## src/rtl/rf_wr_sched_pkg.sv

```systemverilog
// Shared constants and types for the register-file write-port scheduler.
// Default widths mirror the core's register bus and register address bus.
package rf_wr_sched_pkg;

    localparam int DEF_XLEN         = 32;
    localparam int DEF_REG_ADDR_W   = 5;
    localparam int DEF_REG_NUM      = 32;
    localparam int DEF_STARVE_LIMIT = 8;

    typedef enum logic [1:0] {
        SRC_NONE,
        SRC_EX,
        SRC_LSU,
        SRC_DBG
    } wr_src_e;

endpackage

```

## src/rtl/rf_wr_skid.sv

```systemverilog
// One-entry valid/ready skid buffer holding a pending register write (addr+data).
// The entry drains whenever the downstream port is not stalled.
module rf_wr_skid #(
    parameter int AW = 5,
    parameter int DW = 32
) (
    input  logic          clk,
    input  logic          rst,
    input  logic          i_valid,
    input  logic [AW-1:0] i_addr,
    input  logic [DW-1:0] i_data,
    output logic          o_ready,
    input  logic          i_stall,
    output logic          o_valid,
    output logic          o_drain,
    output logic [AW-1:0] o_addr,
    output logic [DW-1:0] o_data
);

    logic          r_valid;
    logic [AW-1:0] r_addr;
    logic [DW-1:0] r_data;
    logic          w_drain;

    assign w_drain = r_valid & ~i_stall;
    assign o_ready = ~r_valid | w_drain;
    assign o_valid = r_valid;
    assign o_drain = w_drain;
    assign o_addr  = r_addr;
    assign o_data  = r_data;

    always_ff @(posedge clk) begin
        if (rst) begin
            r_valid <= 1'b0;
            r_addr  <= '0;
            r_data  <= '0;
        end else if (i_valid && o_ready) begin
            r_valid <= 1'b1;
            r_addr  <= i_addr;
            r_data  <= i_data;
        end else if (w_drain) begin
            r_valid <= 1'b0;
        end
    end

endmodule

```

## src/rtl/rf_wr_sched.sv

```systemverilog
// Register-file write-port arbiter (EX > buffered load > debug) with load scoreboard.
// Build option RF_DBG_PORT_EN enables the debug requester, starve counter and hold_o.
module rf_wr_sched
    import rf_wr_sched_pkg::*;
#(
    parameter int XLEN             = DEF_XLEN,
    parameter int REG_ADDR_W       = DEF_REG_ADDR_W,
    parameter int REG_NUM          = DEF_REG_NUM,
    parameter int DBG_STARVE_LIMIT = DEF_STARVE_LIMIT
) (
    input  logic                  clk,
    input  logic                  rst,
    input  logic                  ex_we_i,
    input  logic [REG_ADDR_W-1:0] ex_waddr_i,
    input  logic [XLEN-1:0]       ex_wdata_i,
    input  logic                  lsu_valid_i,
    input  logic [REG_ADDR_W-1:0] lsu_waddr_i,
    input  logic [XLEN-1:0]       lsu_wdata_i,
    output logic                  lsu_ready_o,
    input  logic                  dbg_valid_i,
    input  logic [REG_ADDR_W-1:0] dbg_waddr_i,
    input  logic [XLEN-1:0]       dbg_wdata_i,
    output logic                  dbg_ready_o,
    input  logic                  ld_issue_i,
    input  logic [REG_ADDR_W-1:0] ld_rd_i,
    input  logic [REG_ADDR_W-1:0] id_raddr1_i,
    input  logic [REG_ADDR_W-1:0] id_raddr2_i,
    input  logic [REG_ADDR_W-1:0] id_waddr_i,
    output logic                  hazard_o,
    output logic                  hold_o,
    output logic                  we_o,
    output logic [REG_ADDR_W-1:0] waddr_o,
    output logic [XLEN-1:0]       wdata_o
);

    logic                  w_buf_valid;
    logic                  w_buf_drain;
    logic [REG_ADDR_W-1:0] w_buf_addr;
    logic [XLEN-1:0]       w_buf_data;
    logic                  w_lsu_ready;
    logic                  w_dbg_grant;
    logic [REG_NUM-1:0]    r_busy;
    logic [REG_NUM-1:0]    w_busy_nxt;
    wr_src_e               w_src;
    logic [REG_ADDR_W-1:0] w_addr;
    logic [XLEN-1:0]       w_data;

    rf_wr_skid #(
        .AW (REG_ADDR_W),
        .DW (XLEN)
    ) u_skid (
        .clk     (clk),
        .rst     (rst),
        .i_valid (lsu_valid_i),
        .i_addr  (lsu_waddr_i),
        .i_data  (lsu_wdata_i),
        .o_ready (w_lsu_ready),
        .i_stall (ex_we_i),
        .o_valid (w_buf_valid),
        .o_drain (w_buf_drain),
        .o_addr  (w_buf_addr),
        .o_data  (w_buf_data)
    );

    assign lsu_ready_o = rst | w_lsu_ready;

`ifdef RF_DBG_PORT_EN
    localparam int CW = $clog2(DBG_STARVE_LIMIT + 1);

    logic [CW-1:0] r_starve;
    logic          r_hold;

    assign w_dbg_grant = ~rst & dbg_valid_i & ~ex_we_i & ~w_buf_valid;

    // hold_o stays up from the limit until the debug write is granted
    always_ff @(posedge clk) begin
        if (rst) begin
            r_starve <= '0;
            r_hold   <= 1'b0;
        end else if (dbg_valid_i && !w_dbg_grant) begin
            if (r_starve != CW'(DBG_STARVE_LIMIT))
                r_starve <= r_starve + 1'b1;
            if (r_starve >= CW'(DBG_STARVE_LIMIT - 1))
                r_hold <= 1'b1;
        end else begin
            r_starve <= '0;
            r_hold   <= 1'b0;
        end
    end

    assign hold_o = r_hold & ~rst;
`else
    localparam int lp_unused_limit = DBG_STARVE_LIMIT;

    logic w_dbg_unused;

    assign w_dbg_unused = ^{dbg_valid_i, dbg_waddr_i, dbg_wdata_i};
    assign w_dbg_grant  = 1'b0;
    assign hold_o       = 1'b0;
`endif

    assign dbg_ready_o = w_dbg_grant;

    always_comb begin
        w_src  = SRC_NONE;
        w_addr = '0;
        w_data = '0;
        if (!rst) begin
            if (ex_we_i) begin
                w_src  = SRC_EX;
                w_addr = ex_waddr_i;
                w_data = ex_wdata_i;
            end else if (w_buf_valid) begin
                w_src  = SRC_LSU;
                w_addr = w_buf_addr;
                w_data = w_buf_data;
            end else if (w_dbg_grant) begin
                w_src  = SRC_DBG;
                w_addr = dbg_waddr_i;
                w_data = dbg_wdata_i;
            end
        end
    end

    assign we_o    = (w_src != SRC_NONE) && (w_addr != '0);
    assign waddr_o = w_addr;
    assign wdata_o = w_data;

    // a new load to the same reg overrides the drain clearing it
    always_comb begin
        w_busy_nxt = r_busy;
        if (w_buf_drain)
            w_busy_nxt[w_buf_addr] = 1'b0;
        if (ld_issue_i && ld_rd_i != '0)
            w_busy_nxt[ld_rd_i] = 1'b1;
    end

    always_ff @(posedge clk) begin
        if (rst)
            r_busy <= '0;
        else
            r_busy <= w_busy_nxt;
    end

    assign hazard_o = ~rst & (r_busy[id_raddr1_i]
                            | r_busy[id_raddr2_i]
                            | r_busy[id_waddr_i]);

    always_ff @(posedge clk) begin
        if (!rst) begin
            assert (!(ex_we_i && r_busy[ex_waddr_i]));
            assert (!(w_dbg_grant && r_busy[dbg_waddr_i]));
        end
    end

endmodule

```

## config.mk

```make
export PLATFORM = sky130hd
export DESIGN_NAME = rf_wr_sched
export DESIGN_NICKNAME = d
export VERILOG_FILES = /design/src/rtl/rf_wr_sched_pkg.sv /design/src/rtl/rf_wr_skid.sv /design/src/rtl/rf_wr_sched.sv
export SDC_FILE = /design/constraint.sdc
export NUM_CORES = 1
export LEC_CHECK = 0
export ABC_AREA = 1
export ABC_CLOCK_PERIOD_IN_PS = 1170
export CORE_ASPECT_RATIO = 0.75
export CORE_MARGIN = 10
export CORE_UTILIZATION = 39
export DETAILED_ROUTE_END_ITERATION = 6
export GPL_TIMING_DRIVEN = 0
export PLACE_DENSITY = 0.81
export SLEW_MARGIN = 30
export SYNTH_ARGS = -nofsm -noshare
export SYNTH_HDL_FRONTEND = slang
export SYNTH_SLANG_ARGS = --single-unit
export TNS_END_PERCENT = 10
```

## constraint.sdc

```tcl
create_clock -name clk -period 1.17 [get_ports clk]
set_input_delay 0.1755 -clock clk [delete_from_list [all_inputs] [get_ports clk]]
set_output_delay 0.1755 -clock clk [all_outputs]
set_load 0.03 [all_outputs]
```

======== After elaboration in Yosys (flattened, before gate mapping) ========
Cells that the tools add are included.
word-level totals
  register bits ........................... 70
  memories ................................ 0
  memory bits (writable) .................. 0
  bits in latches ......................... 0
  output and inout port bits .............. 42
  memory bits (read-only) ................. 0
  logic and storage cells ................. 55
cells by class
  shift operators ......................... 0
  multipliers ............................. 0
  bitwise logic cells ..................... 12
  equality and inequality tests ........... 0
  order comparisons ....................... 7
  muxes and demuxes ....................... 23
  div/mod/pow operators ................... 0
  add/sub/neg operators ................... 0
  reduce and logical (&&, ||, !) cells .... 9
operator list
  cell                                                                count
  2-to-1 mux 32 bit                                                   5
  AND 32 bit                                                          1
  inverter 32 bit                                                     1
  OR 32 bit                                                           1
  less-than comparator 5 x 6 -> 1 bit (second input constant)         5
  binary-select mux 1 bit (select 5 bit)                              3
  2-to-1 mux 5 bit                                                    3
  demux 1 bit (select 5 bit)                                          2
  greater-or-equal comparator 5 x 1 -> 1 bit (second input constant)  2
  nonzero test 5 bit                                                  2
  2-to-1 mux 1 bit                                                    7
  2-to-1 mux 2 bit                                                    3
  logical AND 1 bit                                                   5
  OR 1 bit                                                            4
  nonzero test 2 bit                                                  2
  inverter 1 bit                                                      3
  AND 1 bit                                                           2

======== Logic depth before layout (Yosys ltp) ========
  depth in word-level cells ............... 9
  depth in mapped cells ................... 13
  mapped depth without buffers ............ 11

======== Cells and area by module ========
Synthesis repeated with hierarchy kept, for this count alone.
second synthesis, totals
  cell total of the unflattened synthesis .. 796
  area total of the unflattened synthesis .. 4700.8 um^2
by module, submodules not included
  module       cells an instance  seq. area each (um^2)  times used  area each (um^2)
  rf_wr_sched  548                640.6                  1           2946.6
  rf_wr_skid   248                760.7                  1           1754.2

======== Worst setup path after synthesis ========
Ideal clock, no wire load.
  path kind ............................... reg-to-output
  from .................................... reg u_skid.r_valid, in the netlist u_skid.o_valid
  to ...................................... out we_o
  path buffers ............................ 1
  data arrival time ....................... 1.620 ns
  data required time ...................... 0.995 ns
  cell stages (with the launch flop) ...... 8
  slack ................................... -0.625 ns
  cell sequence ........................... dfxtp_1 nand2_1 inv_1 buf_2 nand2_1 a21oi_1 nor4_1 o21ai_1
on the way
  word-level cells in the longest chain between the ends .. 5
  elaborated cells between the ends (all ways) .. 9
  classes of those cells .................. 6 x mux; 3 x reduce/logical
ends and longest elaborated chain
  element                   line                source
  start: declaration        rf_wr_skid.sv:20    logic r_valid;
  start signal: assignment  rf_wr_skid.sv:34    r_valid <= 1'b0;
  start signal: assignment  rf_wr_skid.sv:38    r_valid <= 1'b1;
  start signal: assignment  rf_wr_skid.sv:42    r_valid <= 1'b0;
  2-to-1 mux 5 bit          rf_wr_sched.sv:113  end else if (w_buf_valid) begin
  2-to-1 mux 5 bit          rf_wr_sched.sv:109  if (ex_we_i) begin
  2-to-1 mux 5 bit          rf_wr_sched.sv:108  if (!rst) begin
  named net waddr_o[3]      rf_wr_sched.sv:32   output logic [REG_ADDR_W-1:0] waddr_o,
  nonzero test 5 bit        rf_wr_sched.sv:125  assign we_o = (w_src != SRC_NONE) && (w_addr != '0);
  logical AND 1 bit         rf_wr_sched.sv:125
  end: declaration          rf_wr_sched.sv:31   output logic we_o,
The timed path passes the listed nets, and every way through them passes these cells.

======== Worst setup path in the final report ========
  from .................................... reg u_skid.r_valid, in the netlist u_skid.o_valid
  to ...................................... out wdata_o[24]
on the way
  word-level cells in the longest chain between the ends .. 3
ends and longest elaborated chain
  element            line                source
  2-to-1 mux 32 bit  rf_wr_sched.sv:113
  2-to-1 mux 32 bit  rf_wr_sched.sv:109
  2-to-1 mux 32 bit  rf_wr_sched.sv:108
  end: declaration   rf_wr_sched.sv:33   output logic [XLEN-1:0] wdata_o
No other way between the ends.

==> metrics.md <==
| Metric | Value |
|---|---|
| Main combinational cell family by area after synthesis | simple AND/OR/NAND/NOR gates |
| CTS Sinks | 70 |
| Endpoints failing setup | 103 |
| Netlist Area Pre-Place | 4250 µm² |
| R2r worst-path depth | 8 |
| VDD IR max | 0.841 mV |
| Crit path max-delay cell type | dfxtp_2 |
| Critical path capture point type | output pin |
| CTS tree | built |
| LEAKAGE | 0.00284 µW |
| Reg-to-Reg Start | u_skid.o_valid |
| Clk buf depth | 2 |
| Routed vias/inst | 5.61 |
| Peak fanout along the critical path | 5 |
| Sequential area share after synthesis | 33.0% |
| Crit path to | wdata_o[24] |
| Critical path arrival | 1.63 ns |
| Drt wl/cell | 18.8 µm |
| Initial antenna violation count | 1 |
| Clk slew on worst S/H paths | 0.06 ns |
| Initial DRC Count | 703 |
| Total stage count of the critical path | 8 |
| Yosys cell types | 26 |
| R2R Setup Slk | -0.28 ns |
| Worst reg2reg path endpoint | r_busy[4] |
| Post-synthesis adder-cell area fraction | 0% |
| Final Critical Period | 1.81 ns |
| Routed via count | 5662 |
| Largest net degree at the start of global routing | 13 |
| First-pass GRT wire length | 26.9 mm |
| Syn. warnings | 0 |
| Placer congestion estimate | 0.960 |
| Cells along the critical path | nand2_4 > inv_4 > buf_6 > buf_6 > clkbuf_16 > nand2_1 > a21oi_2 > buf_6 |
| Cell total after placement | 981 |
| Area of the die | 15500 µm² |
| IO Count | 179 |
| Top delay family on crit path | buffers and inverters |
| Worst Setup Start Kind | register |
| Clock Latency Late Sink | 0.34 ns |
| Failing checks | negative setup slack |
| Synthesized flop and latch total | 70 |
| Kind of critical path | reg2out |
| Port Buffers | 131 |
| CP bufs+invs | 5 |
| Slew @ Worst Pin | 0.701 ns |
| Final hold vios | 0 |
| Switch share | 29.9% |
| HPWL Detailed | 13.1 mm |
| Slew Viols, Final | 0 |
| Max-cap violations | 0 |
| F_max | 0.553 GHz |
| Post-DRT Antenna Nets | 0 |
| Power density cells | 1020 nW/µm² |
| Clock root buffer | clkbuf_16 |
| Share of total power in sequential cells | 35.6% |
| Combinational power share | 24.8% |
| Share of layout cells above drive strength 1 | 30.4% |
| Overall die height | 110 µm |
| Worst-case clock skew | 0.00709 ns |
| Cell mode on critical path | buf_6 |
| Fin util | 67.1% |
| Hold WC Path Type | in2reg |
| Syn Area/Cell | 5.96 µm² |
| Initial core utilization | 40.7% |
| P_int | 5020 µW |
| TritonCTS Buffers | 9 |
| Final setup margin | -0.637 ns |
| Total Routing Usage GR | 21.2% |
| CP peak stage delay | 0.35 ns |
| Commonest non-fill, non-tap cell in the layout | nand2_1 |
| Vias in the first global route | 4963 |
| Crit path required time | 0.99 ns |
| # rows | 32 |
| Status | finished, violations left |
| Nets | 1005 |
| Simple-gate area share of the yosys netlist | 38.2% |
| Cts hold-fix bufs | 0 |
| Unrepaired setup endpoints after global routing | yes |
| Layout area overhead | 64.9% |
| H-tree depth | 3 |
| Place WS | -1.35 ns |
| Core region area | 10500 µm² |
| Post-synthesis mux area share | 0% |
| Psw | 2140 µW |
| Hold Crit Start | ex_we_i |
| Post-route non-filler standard cell count | 1010 |
| Final wirelength | 19.0 mm |
| First-pass detailed-route iteration total | 6 |
| Crit share post-route | 154% |
| Most frequent cells in the layout | 203 x nand2_1, 85 x clkdlybuf4s50_1, 72 x nand3_1, 56 x nor2_1, 49 x buf_6 |
| DIE WIDTH | 141 µm |
| Post-synthesis compound-gate area fraction | 17.9% |
| Post-synthesis xor/xnor area fraction | 0% |
| Max_slew headroom | 53.3% |
| Grt ovf | 0 |
| Post-synthesis cell count | 713 |
| Critical path origin | u_skid.o_valid |
| Part of the power in the clock network | 39.6% |
| Drt drc | 0 |
## through the flow
stage / hold slack [ns] / setup TNS, ns / total power, µW / cell area [µm²]
floorplan: 0.310 / -4.74 / 3460 / 4500
global placement: 0.469 / -85.13 / 4110 / 5980
detailed placement: 0.472 / -86.87 / 4130 / 5980
CTS: 0.302 / -23.47 / 6930 / 6490
global route: 0.287 / -32.21 / 7420 / 7010
finish: 0.284 / -27.51 / 7160 / 7010
## sequential cells by signal, summed over array words and instances, names as in the netlist
register,count
r_busy,32
u_skid.o_addr,5
u_skid.o_data,32
u_skid.o_valid,1
## synth_stat cells, drive strengths merged
master | number | area share (%)
dfxtp | 70 | 33
inv | 56 | 5.2
nor3 | 12 | 1.5
nor4 | 1 | 0.15
nor2 | 69 | 6.1
clkbuf | 15 | 1.4
a21oi | 76 | 9.0
buf | 26 | 4.3
o21ai | 74 | 8.7
conb | 1 | 0.088
a22oi | 1 | 0.18
nand3 | 82 | 9.6
nand2 | 230 | 21
## worst min-delay path, cell delays in order
cell and delay [ns]:
dlygate4sd2_1 0.27, nand2_2 0.09, a21oi_1 0.05
## power by group through the flow
stage / clock network [µW] / registers [µW] / logic, µW
after CTS: 2810 / 2560 / 1560
after detailed placement: 0 / 2630 / 1500
final: 2840 / 2550 / 1770
after global placement: 0 / 2630 / 1480
after floorplan: 0 / 2600 / 857
after global routing: 2960 / 2560 / 1890
## how the worst min path moves through the flow
stage,to,slack (ns),cells past startpoint
floorplan,u_skid.o_data[10],0.31,2
global placement,u_skid.o_valid,0.47,2
detailed placement,u_skid.o_valid,0.47,2
CTS,u_skid.o_valid,0.30,3
global route,u_skid.o_valid,0.29,3
finish,u_skid.o_valid,0.28,3
## kinds of logic (layout without fill, tap and decap cells)
kind of cell / count (synthesis) / count (layout)
other: 1 / 3
and+or+nand+nor: 394 / 394
buffers and inverters: 97 / 256
AOI/OAI and AO/OA: 151 / 151
DFF: 70 / 70
## cell type report
| type | instances | area [µm²] |
|---|---|---|
| Timing Repair Buffer | 143 | 1540 |
| Sequential cell | 70 | 1510 |
| Tap cell | 136 | 170 |
| Antenna cell | 1 | 2.50 |
| Buffer | 41 | 378 |
| Inverter | 56 | 228 |
| Clock buffer | 11 | 253 |
| Clock inverter | 5 | 56.3 |
| Multi-Input combinational cell | 547 | 2880 |
| Fill cell | 844 | 3440 |
## per-layer routing
| metal | part of all wire (%) | track usage [%] | vias to the layer above |
|---|---|---|---|
| met2 | 47 | 32.6 | 343 |
| met5 | 0 | 0 | - |
| li1 | - | - | 2638 |
| met1 | 39 | 27.4 | 2618 |
| met4 | 3.4 | 6.97 | 0 |
| met3 | 11 | 6.67 | 63 |
## what timing repair did
action	CTS	global route
gates cloned	1	3
buffers inserted	2	6
resized for setup	368	133
pin swaps	21	26
setup endpoints to repair	109	109
No activity file was read; power rests on OpenSTA's default activity.
